<file path="src/rtl/mux2a1_descp_condl2_pkg.sv">
// rtl/mux2a1_descp_condl2_pkg.sv - shared FSM encoding and idle symbol for the L2 serialiser
package mux2a1_descp_condl2_pkg;

  typedef enum logic {
    ST_IDLE = 1'b0,
    ST_RUN  = 1'b1
  } l2_state_t;

  // Comma-like idle symbol shared with L1 and the receive side.
  localparam logic [7:0] IDLE_BYTE_DEFAULT = 8'hBC;

endpackage

</file>
<file path="src/rtl/mux2a1_descp_condl2_slot_select.sv">
// rtl/mux2a1_descp_condl2_slot_select.sv - 2:1 slot pick with idle-symbol substitution
module mux2a1_descp_condl2_slot_select
  import mux2a1_descp_condl2_pkg::*;
#(
  parameter int                DATA_W    = 8,
  parameter logic [DATA_W-1:0] IDLE_BYTE = IDLE_BYTE_DEFAULT
) (
  input  logic              sel_hold,
  input  logic              slot_en,
  input  logic [DATA_W:0]   lane0_slot,
  input  logic [DATA_W:0]   hold_slot,
  output logic [DATA_W-1:0] slot_data,
  output logic              slot_valid
);

  logic [DATA_W:0] picked;

  // Slot word is {valid, data}; a disabled or invalid slot becomes the idle symbol.
  always_comb begin
    picked     = sel_hold ? hold_slot : lane0_slot;
    slot_valid = picked[DATA_W] & slot_en;
    slot_data  = slot_valid ? picked[DATA_W-1:0] : IDLE_BYTE;
  end

endmodule

</file>
<file path="src/rtl/mux2a1_descp_condl2.sv">
// rtl/mux2a1_descp_condl2.sv - L2 2:1 byte serialiser with link-activity FSM, byte counter and lane-order flag
module mux2a1_descp_condl2
  import mux2a1_descp_condl2_pkg::*;
#(
  parameter int                DATA_W    = 8,
  parameter logic [DATA_W-1:0] IDLE_BYTE = IDLE_BYTE_DEFAULT,
  parameter int                CNT_W     = 16
) (
  input  logic              clk_4f,
  input  logic              reset,
  input  logic [DATA_W-1:0] data_in0_muxL2,
  input  logic [DATA_W-1:0] data_in1_muxL2,
  input  logic              valid0,
  input  logic              valid1,
  output logic [DATA_W-1:0] dataout_muxL2,
  output logic              validout,
  output logic              active,
  output logic [CNT_W-1:0]  byte_count,
  output logic              lane_err
);

  localparam logic [CNT_W-1:0] CNT_MAX = {CNT_W{1'b1}};
  localparam logic [CNT_W-1:0] CNT_ONE = {{(CNT_W-1){1'b0}}, 1'b1};

  l2_state_t         state, state_nxt;
  logic              miss, miss_nxt;
  logic              phase;
  logic [DATA_W:0]   hold_q;
  logic              capture;
  logic              any_valid;
  logic              slot_en;
  logic [DATA_W-1:0] slot_data;
  logic              slot_valid;
  logic [DATA_W-1:0] dout_q;
  logic              vout_q;
  logic [CNT_W-1:0]  cnt_q;
  logic              err_q;

  assign capture   = ~phase;
  assign any_valid = valid0 | valid1;

  // Decisions use the pre-edge state; a capture that wakes the link is still emitted.
  always_comb begin
    state_nxt = state;
    miss_nxt  = miss;
    slot_en   = (state == ST_RUN);
    if (capture) begin
      case (state)
        ST_IDLE: begin
          if (any_valid) begin
            state_nxt = ST_RUN;
            miss_nxt  = 1'b0;
            slot_en   = 1'b1;
          end
        end
        ST_RUN: begin
          if (any_valid) begin
            miss_nxt = 1'b0;
          end else if (miss) begin
            state_nxt = ST_IDLE;
            miss_nxt  = 1'b0;
          end else begin
            miss_nxt = 1'b1;
          end
        end
        default: begin
          state_nxt = ST_IDLE;
          miss_nxt  = 1'b0;
        end
      endcase
    end
  end

  mux2a1_descp_condl2_slot_select #(
    .DATA_W    (DATA_W),
    .IDLE_BYTE (IDLE_BYTE)
  ) u_slot_select (
    .sel_hold   (phase),
    .slot_en    (slot_en),
    .lane0_slot ({valid0, data_in0_muxL2}),
    .hold_slot  (hold_q),
    .slot_data  (slot_data),
    .slot_valid (slot_valid)
  );

  always_ff @(posedge clk_4f) begin
    if (reset) begin
      state  <= ST_IDLE;
      miss   <= 1'b0;
      phase  <= 1'b0;
      hold_q <= '0;
      dout_q <= IDLE_BYTE;
      vout_q <= 1'b0;
      cnt_q  <= '0;
      err_q  <= 1'b0;
    end else begin
      state  <= state_nxt;
      miss   <= miss_nxt;
      phase  <= ~phase;
      dout_q <= slot_data;
      vout_q <= slot_valid;
      if (capture) begin
        hold_q <= {valid1, data_in1_muxL2};
        if (valid1 && !valid0) begin
          err_q <= 1'b1;
        end
      end
      if (slot_valid && (cnt_q != CNT_MAX)) begin
        cnt_q <= cnt_q + CNT_ONE;
      end
    end
  end

  assign dataout_muxL2 = dout_q;
  assign validout      = vout_q;
  assign active        = (state == ST_RUN);
  assign byte_count    = cnt_q;
  assign lane_err      = err_q;

endmodule

</file>
<file path="config.mk">
export PLATFORM = sky130hd
export DESIGN_NAME = mux2a1_descp_condl2
export DESIGN_NICKNAME = d
export VERILOG_FILES = /design/src/rtl/mux2a1_descp_condl2_pkg.sv /design/src/rtl/mux2a1_descp_condl2_slot_select.sv /design/src/rtl/mux2a1_descp_condl2.sv
export SDC_FILE = /design/constraint.sdc
export NUM_CORES = 1
export LEC_CHECK = 0
export BUFFER_PORTS_ARGS = -buffer_cell sky130_fd_sc_hd__buf_2
export CORE_AREA = 2 2 72 74
export CTS_CLUSTER_DIAMETER = 40
export DETAILED_ROUTE_END_ITERATION = 6
export DIE_AREA = 0 0 74 76
export HOLD_SLACK_MARGIN = 0.06
export PLACE_DENSITY = 0.62
export SYNTH_ARGS = -nofsm -noshare
export SYNTH_HDL_FRONTEND = slang
export SYNTH_HIERARCHICAL = 1
export SYNTH_SLANG_ARGS = --single-unit
</file>
<file path="constraint.sdc">
create_clock -name clk_4f -period 6.8 [get_ports clk_4f]
set_clock_uncertainty 0.2 [all_clocks]
set_input_delay 0.68 -clock clk_4f [delete_from_list [all_inputs] [get_ports clk_4f]]
set_output_delay 0.68 -clock clk_4f [all_outputs]
set_load 0.02 [all_outputs]
</file>
# [Word level (Yosys, flattened, before mapping)]
# Index checks and enable logic that the tools add are counted.
[totals] regBits=38 inputBits=20 out_inout_bits=27 word_cells=32
[op_classes] n_addsub=1 eq_ne=2 mux=10 n_bitwise=5 n_reduce_logical=6
[ops] cell="16-bit by 1-bit adder with 16-bit output, second input constant" n=1
[ops] cell="16-bit != test, second input constant" n=1
[ops] cell="9-bit two-way mux" n=1
[ops] cell="1-bit two-way mux" n=7
[ops] cell="1-bit case mux with 2 select lines" n=2
[ops] cell="2-bit AND reduction" n=2
[ops] cell="1-bit inverter" n=3
[ops] cell="1-bit logical AND" n=2
[ops] cell="2-bit != test, second input constant" n=1
[ops] cell="2-bit OR reduction" n=1
[ops] cell="1-bit bitwise AND" n=1
[ops] cell="1-bit logical NOT" n=1
[ops] cell="1-bit bitwise OR" n=1

# [Longest topological paths before layout]
# Gate-level depths: netlist of run 1.
[logic_depth] depth_word=7 depth_mapped=10 mapped_depth_nobuf=8

# [By module]
# Netlist of run 1, hierarchy kept.
[by_module_without_submodules] mod="mux2a1_descp_condl2" n_inst=1 cells_per_inst=166 area_each_um2=1564.0 seq_area_each_um2=760.7
[by_module_without_submodules] mod="mux2a1_descp_condl2_slot_select" n_inst=1 cells_per_inst=30 area_each_um2=193.9 seq_area_each_um2=0.0

# [Worst setup path before layout of run 1]
# No wires, ideal clock.
[synth_path] path_kind="in2reg" startpoint="input port valid1" endpoint="register cnt_q[7] (netlist: byte_count[7])" setup_ns=0.070 t_arrival_ns=2.636 required_time_ns=6.530 slack_ns=3.894 cell_stages=10 n_path_buf=2 cell_sequence="nor2_1 or2_2 nand2b_1 buf_6 a21boi_1 buf_2 inv_1 or3_2 or3_1 a21oi_1"
[synth_via] elab_chain_cells=6
[synth_rtl] element="start, declared" line="mux2a1_descp_condl2.sv:14" text="input logic valid1,"
[synth_rtl] element="1-bit bitwise OR" line="mux2a1_descp_condl2.sv:40" text="assign any_valid = valid0 | valid1;"
[synth_rtl] element="1-bit two-way mux" line="mux2a1_descp_condl2.sv:50" text="if (any_valid) begin"
[synth_rtl] element="1-bit two-way mux" line="mux2a1_descp_condl2.sv:48" text="case (state)"
[synth_rtl] element="1-bit two-way mux" line="mux2a1_descp_condl2.sv:47" text="if (capture) begin"
[synth_rtl] element="named net slot_en" line="mux2a1_descp_condl2.sv:31" text="logic slot_en;"
[synth_rtl] element="1-bit bitwise AND" line="mux2a1_descp_condl2_slot_select.sv:21" text="slot_valid = picked[DATA_W] & slot_en;"
[synth_rtl] element="named net slot_valid" line="mux2a1_descp_condl2.sv:33" text="logic slot_valid;"
[synth_rtl] element="1-bit logical AND" line="mux2a1_descp_condl2.sv:108" text="if (slot_valid && (cnt_q != CNT_MAX)) begin"
[synth_rtl] element="end signal, assigned" line="mux2a1_descp_condl2.sv:109" text="cnt_q <= cnt_q + CNT_ONE;"
[synth_rtl] element="end, declared" line="mux2a1_descp_condl2.sv:36" text="logic [CNT_W-1:0] cnt_q;"
# The timed path passes the listed nets, and every way through them passes these cells.
# A chain may end at the register's enable or synchronous reset.

# [Worst setup path in the final report of run 1]
[layout_path] startpoint="register phase" endpoint="register cnt_q[7] (netlist: byte_count[7])"
[layout_via] elab_chain_cells=3 elab_cells_between_ends=4 classes_between="2 x mux; 1 x bitwise; 1 x reduce/logical"
[layout_rtl] element="start, declared" line="mux2a1_descp_condl2.sv:27" text="logic phase;"
[layout_rtl] element="start signal, assigned" line="mux2a1_descp_condl2.sv:99" text="phase <= ~phase;"
[layout_rtl] element="1-bit two-way mux" line="mux2a1_descp_condl2.sv:47"
[layout_rtl] element="named net slot_en" line="mux2a1_descp_condl2.sv:31"
[layout_rtl] element="1-bit bitwise AND" line="mux2a1_descp_condl2_slot_select.sv:21"
[layout_rtl] element="named net slot_valid" line="mux2a1_descp_condl2.sv:33"
[layout_rtl] element="1-bit logical AND" line="mux2a1_descp_condl2.sv:108"
# The timed path passes the listed nets, and every way through them passes these cells.

==> run_results.csv, run 1 <==
group,metric,value,unit
timing,report.final.hold_viol_count,0,
place,place.gp.congestion,0.825,
worst_setup_path,r2r_slack,3.28,ns
logic_synthesis,synthCells,196,
grt,antenna_found_initial,0,
worst_setup_path,required,6.83,ns
power_and_ir_drop,switching_share,0.268,
place,dpl.hpwl,2.83,mm
logic_synthesis,synth_cell_type_count,43,
worst_setup_path,r2r_cells,7,
power_and_ir_drop,switching_power,118,uW
floorplan,fp.dieH,76,um
timing,fin_crit,3.52,ns
finish,regArea,761,um^2
worst_setup_path,reg2reg_from,"phase",
job,max_cap_viol_count,0,
drt,drt_iter0_markers,67,
worst_setup_path,crit_fanout,19,
drt,wl_met1,1.80,mm
timing,worst_pin_slew,0.773,ns
drt,topRoutingLayerUsed,"met4",
finish,num-fill-cells,495,
clock_tree,clk_pin_slew,0.08,ns
logic_synthesis,yosys_warnings,6,
finish,syn2layout_area_growth,20.6,%
clock_tree,htree_num_levels,2,
floorplan,rows,26,
clock_tree,cts_tree,"done",
drt,vias,1531,
min_path,hold_path_class,"flip-flop to flip-flop",
power_and_ir_drop,p_total,441,uW
min_path,whs_endpoint,"lane_err",
power_and_ir_drop,pwr-share-seq,0.541,
place,portBuffers,46,
finish,final_util,0.431,
grt,grt-ovfl-total,0,
finish,drive_above_1_share,0.303,
timing,finalSetupViolations,0,
finish,diodes,0,
finish,final_net_count,261,
grt,grt_pass1_wl,7.01,mm
worst_setup_path,startpoint_type,"flip-flop",
timing,rsz0062_at_grt,"no",
clock_tree,cts_inserted_buffers,5,
finish,multiInputGateArea,913,um^2
logic_synthesis,synth_area_leaders,"dfxtp_1 (43%), mux2i_1 (5.1%), nor2_1 (4.5%), nor2b_1 (4.3%), a21oi_1 (3.7%)",
power_and_ir_drop,p_int,323,uW
drt,drt-total-wl,3.92,mm
drt,drt_pass1_iterations,4,
floorplan,ios,47,
grt,grt_max_degree,42,
floorplan,die_w,74,um
min_path,min_from,"lane_err",
clock_tree,cts.sinks,38,
worst_setup_path,cp.arrival,3.55,ns
power_and_ir_drop,combPwrFrac,0.106,
timing,fin_tns_setup,0,ns
clock_tree,hold_buffers,0,
clock_tree,root_buffer,"clkbuf_8",
clock_tree,clk_latency,0.29,ns
logic_synthesis,synth_area,1760,um^2
worst_setup_path,path_class,"flip-flop to flip-flop",
clock_tree,post-cts-setup-buffers,0,
drt,via_per_inst,4.92,
power_and_ir_drop,clockPowerShare,0.353,
timing,slew_viol_final,0,
worst_setup_path,r2r_end,"byte_count[7]",
clock_tree,clock_path_buffers,2,
power_and_ir_drop,cellPowerDensity,208,nW/um^2
logic_synthesis,synth_top_area_cell,"dfxtp_1",
logic_synthesis,synth_top_area_share,0.433,
drt,antenna_left,0,
logic_synthesis,ys_ff_latch,38,
worst_setup_path,end_kind,"flip-flop",
power_and_ir_drop,cellLeakagePower,0.855,nW
clock_tree,cts.repair.resized,0,
min_path,holdPathStages,2,
drt,wire_per_inst,12.6,um
grt,grt_use_total,0.157,
timing,max_freq,284,MHz
timing,slew_headroom,0.484,
outcome,outcome,"completed",
floorplan,initial_core_util,0.358,
drt,met3WireLength,172,um
grt,grt_pass1_vias,1510,
logic_synthesis,syn_area_per_cell,8.97,um^2
logic_synthesis,seq_area_frac_synth,0.433,
drt,wl_met2,1.86,mm
floorplan,core-area,4910,um^2
power_and_ir_drop,irDropWorstVdd,0.141,mV
floorplan,die-area,5620,um^2
drt,drcViolationCount,0,
timing,post-route-period-util,0.518,
logic_synthesis,syn-num-nets,217,
==> sequential cells by signal, summed over array words and instances (netlist names) <==
signal	cells
miss	1
dataout_muxL2	8
hold_q	9
validout	1
active	1
phase	1
byte_count	16
lane_err	1
==> power groups by stage <==
| stage | combinational (mW) | sequential, mW | clock [mW] |
|---|---|---|---|
| after global placement | 0.0465 | 0.244 | 0 |
| after CTS | 0.0470 | 0.239 | 0.161 |
| after floorplan | 0.0307 | 0.246 | 0 |
| after global routing | 0.0530 | 0.240 | 0.174 |
| final | 0.0466 | 0.239 | 0.156 |
| after detailed placement | 0.0470 | 0.244 | 0 |
==> cells in the mapped netlist (all sizes together) <==
master,number
nor3,3
o21ai,9
dfxtp,38
o41ai,1
nand4b,1
a211oi,1
o31ai,3
nand3b,1
and4,1
mux2,3
nand4,5
a21oi,13
a21boi,1
mux2i,9
nand2,13
inv,10
nand2b,2
o22ai,3
nand3,4
a32oi,5
a41oi,1
or2,8
nor2,21
xnor2,1
nor2b,12
or3,6
ha,1
clkbuf,3
nor3b,1
or4,4
nor4b,1
nor4,4
buf,6
and2,1
==> layer usage <==
metal	vias to the layer above	global-route usage
met5	-	0
met2	37	0.247
met4	0	0.0655
met1	706	0.201
met3	9	0.0397
li1	779	-
==> worst max-delay path by stage <==
stage / to / cells after the start / startpoint
finish: byte_count[7] / 7 / phase
CTS: byte_count[7] / 7 / phase
detailed placement: byte_count[7] / 9 / valid0
floorplan: byte_count[7] / 10 / valid1
global route: byte_count[7] / 7 / phase
global placement: byte_count[7] / 9 / valid0
==> critical path: stages, from the launching register on <==
cell and delay (ns):
dfxtp_1 0.56, or2_2 0.42, nand2b_1 0.40, a21boi_1 0.62
inv_1 0.29, or3_2 0.53, or3_1 0.31, a21oi_1 0.13
==> per-stage QoR <==
step	setup WS (ns)	std cells	cell area [um^2]	hold WS, ns
finish	3.28	311	2120	0.280
CTS	3.29	311	2120	0.289
global placement	3.21	303	2030	0.268
global route	2.94	311	2120	0.306
floorplan	3.89	196	1760	0.259
detailed placement	3.14	303	2030	0.272
==> kinds of logic after synthesis <==
logic type / Yosys count / synth area share
and+or+nand+nor: 88 / 0.290
DFF: 38 / 0.433
AOI/OAI and AO/OA: 37 / 0.147
buffers and inverters: 19 / 0.0477
muxes: 12 / 0.0705
xor gates and xnor gates: 1 / 0.00498
adders and majority gates: 1 / 0.00712
==> layout make-up <==
cell class / instances / share of cell area
Clock inverter: 3 / 0.0100
Multi-Input combinational cell: 139 / 0.431
Sequential cell: 38 / 0.359
Inverter: 10 / 0.0177
Timing Repair Buffer: 46 / 0.109
Tap cell: 70 / 0.0413
Clock buffer: 5 / 0.0325
==> layout by cell type, fill, tap and decap left out, types with 2 or more instances in the layout <==
cell type  count
nand2_1       11
nor4_1         3
clkbuf_8       5
o22ai_2        2
nor2_1        21
buf_2         46
nand2_2        2
o31ai_1        3
or4_1          4
inv_1         10
or2_2          7
dfxtp_1       38
nand2b_1       2
nor3_1         3
a32oi_1        5
nor2b_1       12
a21oi_1       13
o21ai_0        9
mux2i_1        9
nand3_1        4
or3_1          5
nand4_1        4
mux2_2         3
Note: power is estimated with default switching activity, not from simulation.
==> inputs of run 2 (changes only) <==
Settings changed: ABC_AREA set to 1, CORE_AREA 2 2 72 74 to 2 2 75 77, DIE_AREA 0 0 74 76 to 0 0 77 79.
Clock period 6.8 ns to 3.25 ns, I/O delays scaled along.
==> run_results.csv, run 2 <==
group,metric,value,unit
outcome,outcome,"completed",
logic_synthesis,yosys_warnings,6,
finish,largest_register_ffs,16,
logic_synthesis,syn_area_per_cell,6.70,um^2
drt,drt_iter0_markers,94,
timing,slew_viol_final,0,
drt,vias,1813,
finish,diodes,0,
grt,grt_pass1_wl,6.98,mm
drt,drt-total-wl,4.26,mm
grt,grt_use_total,0.144,
grt,use_met1,0.200,
finish,drive_above_1_share,0.283,
logic_synthesis,synth_cell_type_count,27,
grt,grt-ovfl-total,0,
grt,grt_pass1_vias,1554,
drt,wire_per_inst,10.4,um
floorplan,ios,47,
drt,drt_pass1_iterations,4,
grt,grt_max_degree,27,
drt,drcViolationCount,0,
place,dpl.hpwl,3.15,mm
drt,antenna_left,0,
logic_synthesis,async_reset_ff_frac,0,
power_and_ir_drop,cellLeakagePower,1.14,nW
logic_synthesis,synth_top_area_cell,"dfxtp_1",
floorplan,die_w,77,um
worst_setup_path,path_class,"flip-flop to flip-flop",
clock_tree,htree_num_levels,2,
floorplan,rows,27,
logic_synthesis,synthTopCellsByCount,"nor2_1 (65), nand2_1 (57), dfxtp_1 (38), inv_1 (32), nand3_1 (16)",
logic_synthesis,synth_most_common_cell,"nor2_1",
worst_setup_path,cp.arrival,2.34,ns
logic_synthesis,synth_area_leaders,"dfxtp_1 (39%), nor2_1 (13%), nand2_1 (11%), inv_1 (6.2%), nand3_1 (4.1%)",
logic_synthesis,synth_area,1950,um^2
worst_setup_path,r2r_cells,13,
logic_synthesis,synthFlopType,"dfxtp_1",
floorplan,initial_core_util,0.365,
clock_tree,post-cts-setup-buffers,0,
clock_tree,clock_path_buffers,2,
clock_tree,cts.repair.resized,0,
clock_tree,root_buffer,"clkbuf_8",
worst_setup_path,r2r_end,"byte_count[13]",
worst_setup_path,r2r_slack,0.95,ns
grt,grt_busiest_layer,"met2",
logic_synthesis,synth_top_area_share,0.390,
clock_tree,cts.sinks,38,
worst_setup_path,reg2reg_from,"phase",
timing,report.final.hold_viol_count,0,
power_and_ir_drop,cellPowerDensity,474,nW/um^2
clock_tree,clk_latency,0.30,ns
grt,met2_usage,0.216,
worst_setup_path,critPathLaunch,"phase",
logic_synthesis,ys_ff_latch,38,
place,portBuffers,46,
place,place.gp.congestion,0.852,
logic_synthesis,synthCells,291,
finish,layout_commonest_cell,"nor2_1",
finish,final_cell_mix,"nor2_1 (65), nand2_1 (57), buf_2 (46)",
clock_tree,hold_buffers,0,
timing,max_freq,435,MHz
worst_setup_path,cp-endpoint,"byte_count[13]",
finish,final_net_count,359,
drt,via_per_inst,4.41,
floorplan,fp.dieH,79,um
worst_setup_path,end_kind,"flip-flop",
logic_synthesis,seq_area_frac_synth,0.390,
logic_synthesis,syn-num-nets,312,
timing,worst_pin_slew,0.780,ns
timing,rsz0062_at_grt,"no",
grt,antenna_found_initial,0,
finish,design_area,2360,um^2
timing,post-route-period-util,0.708,
timing,fin_crit,2.30,ns
power_and_ir_drop,p_total,1.12,mW
worst_setup_path,crit_fanout,11,
timing,finalSetupViolations,0,
worst_setup_path,startpoint_type,"flip-flop",
floorplan,core-area,5340,um^2
grt,use_met3,0.0318,
clock_tree,cts_tree,"done",
clock_tree,clk_pin_slew,0.07,ns
floorplan,die-area,6080,um^2
min_path,hold_path_class,"input port to flip-flop",
clock_tree,cts_inserted_buffers,5,
timing,slew_headroom,0.480,
logic_synthesis,synth_edf_count,0,
timing,fin_tns_setup,0,ns
finish,syn2layout_area_growth,21.1,%
power_and_ir_drop,irDropWorstVdd,0.209,mV
worst_setup_path,required,3.28,ns
job,max_cap_viol_count,0,
place,placed_area,2220,um^2
## run 2: changes by cell type after synthesis, sizes merged, moves of 5 or more
cell and delta:
mux2i -9, nor2b -12, nand2 +55, a32oi -5, inv +29, or3 -6, nor2 +55, nand3 +16
## run 2: logic make-up after synthesis
family | Yosys count | share of synthesized area
and+or+nand+nor | 178 | 0.426
buffers and inverters | 49 | 0.111
DFF | 38 | 0.390
AOI/OAI and AO/OA | 25 | 0.0661
adders and majority gates | 1 | 0.00642
## run 2: cell type report
type	count	area [um^2]
clock buffers	6	82.6
clock inverters	2	60.1
fillers	598	2980
inverters	42	158
multi-input cells	204	972
flip-flops and latches	38	761
well taps	72	90.1
repair buffers	47	238
## run 2: routing by layer
layer,part of all wire,vias to the layer above
li1,-,981
met1,0.50,780
met2,0.43,46
met3,0.058,6
met4,0.015,0
met5,0,-
## run 2: worst min path at each step
stage | startpoint | end | depth (start not counted)
2_1_floorplan | reset | phase | 1
3_3_place_gp | lane_err | lane_err | 1
3_5_place_dp | lane_err | lane_err | 1
4_1_cts | data_in1_muxL2[4] | hold_q[4] | 3
5_1_grt | data_in1_muxL2[4] | hold_q[4] | 3
6_report | data_in1_muxL2[4] | hold_q[4] | 3
## run 2: critical path: stages, from the launching register on
cell and delay, ns:
dfxtp_1 0.31, inv_1 0.25, nand2_1 0.14, nand2_1 0.22, nand3_2 0.13, inv_1 0.18, inv_2 0.09, nor2_2 0.18
nand2_2 0.14, nor2_2 0.12, nand2_2 0.06, nand2_1 0.06, nand2_1 0.05, nor2_2 0.11
## run 2: through the flow
step	hold slack [ns]	setup slack, ns	utilization	instances
after detailed placement	0.256	1.00	0.416	403
after global routing	0.0612	0.776	0.442	411
final	0.0667	0.949	0.442	411
after CTS	0.0624	0.961	0.442	411
after floorplan	0.203	1.35	-	291
after global placement	0.260	1.02	0.416	403
## run 2: power breakdown
part	switching, mW	total [mW]	internal [mW]
logic	0.0769	0.120	0.0428
registers	0.0130	0.499	0.486
clock network	0.174	0.501	0.327
total	0.264	1.12	0.856
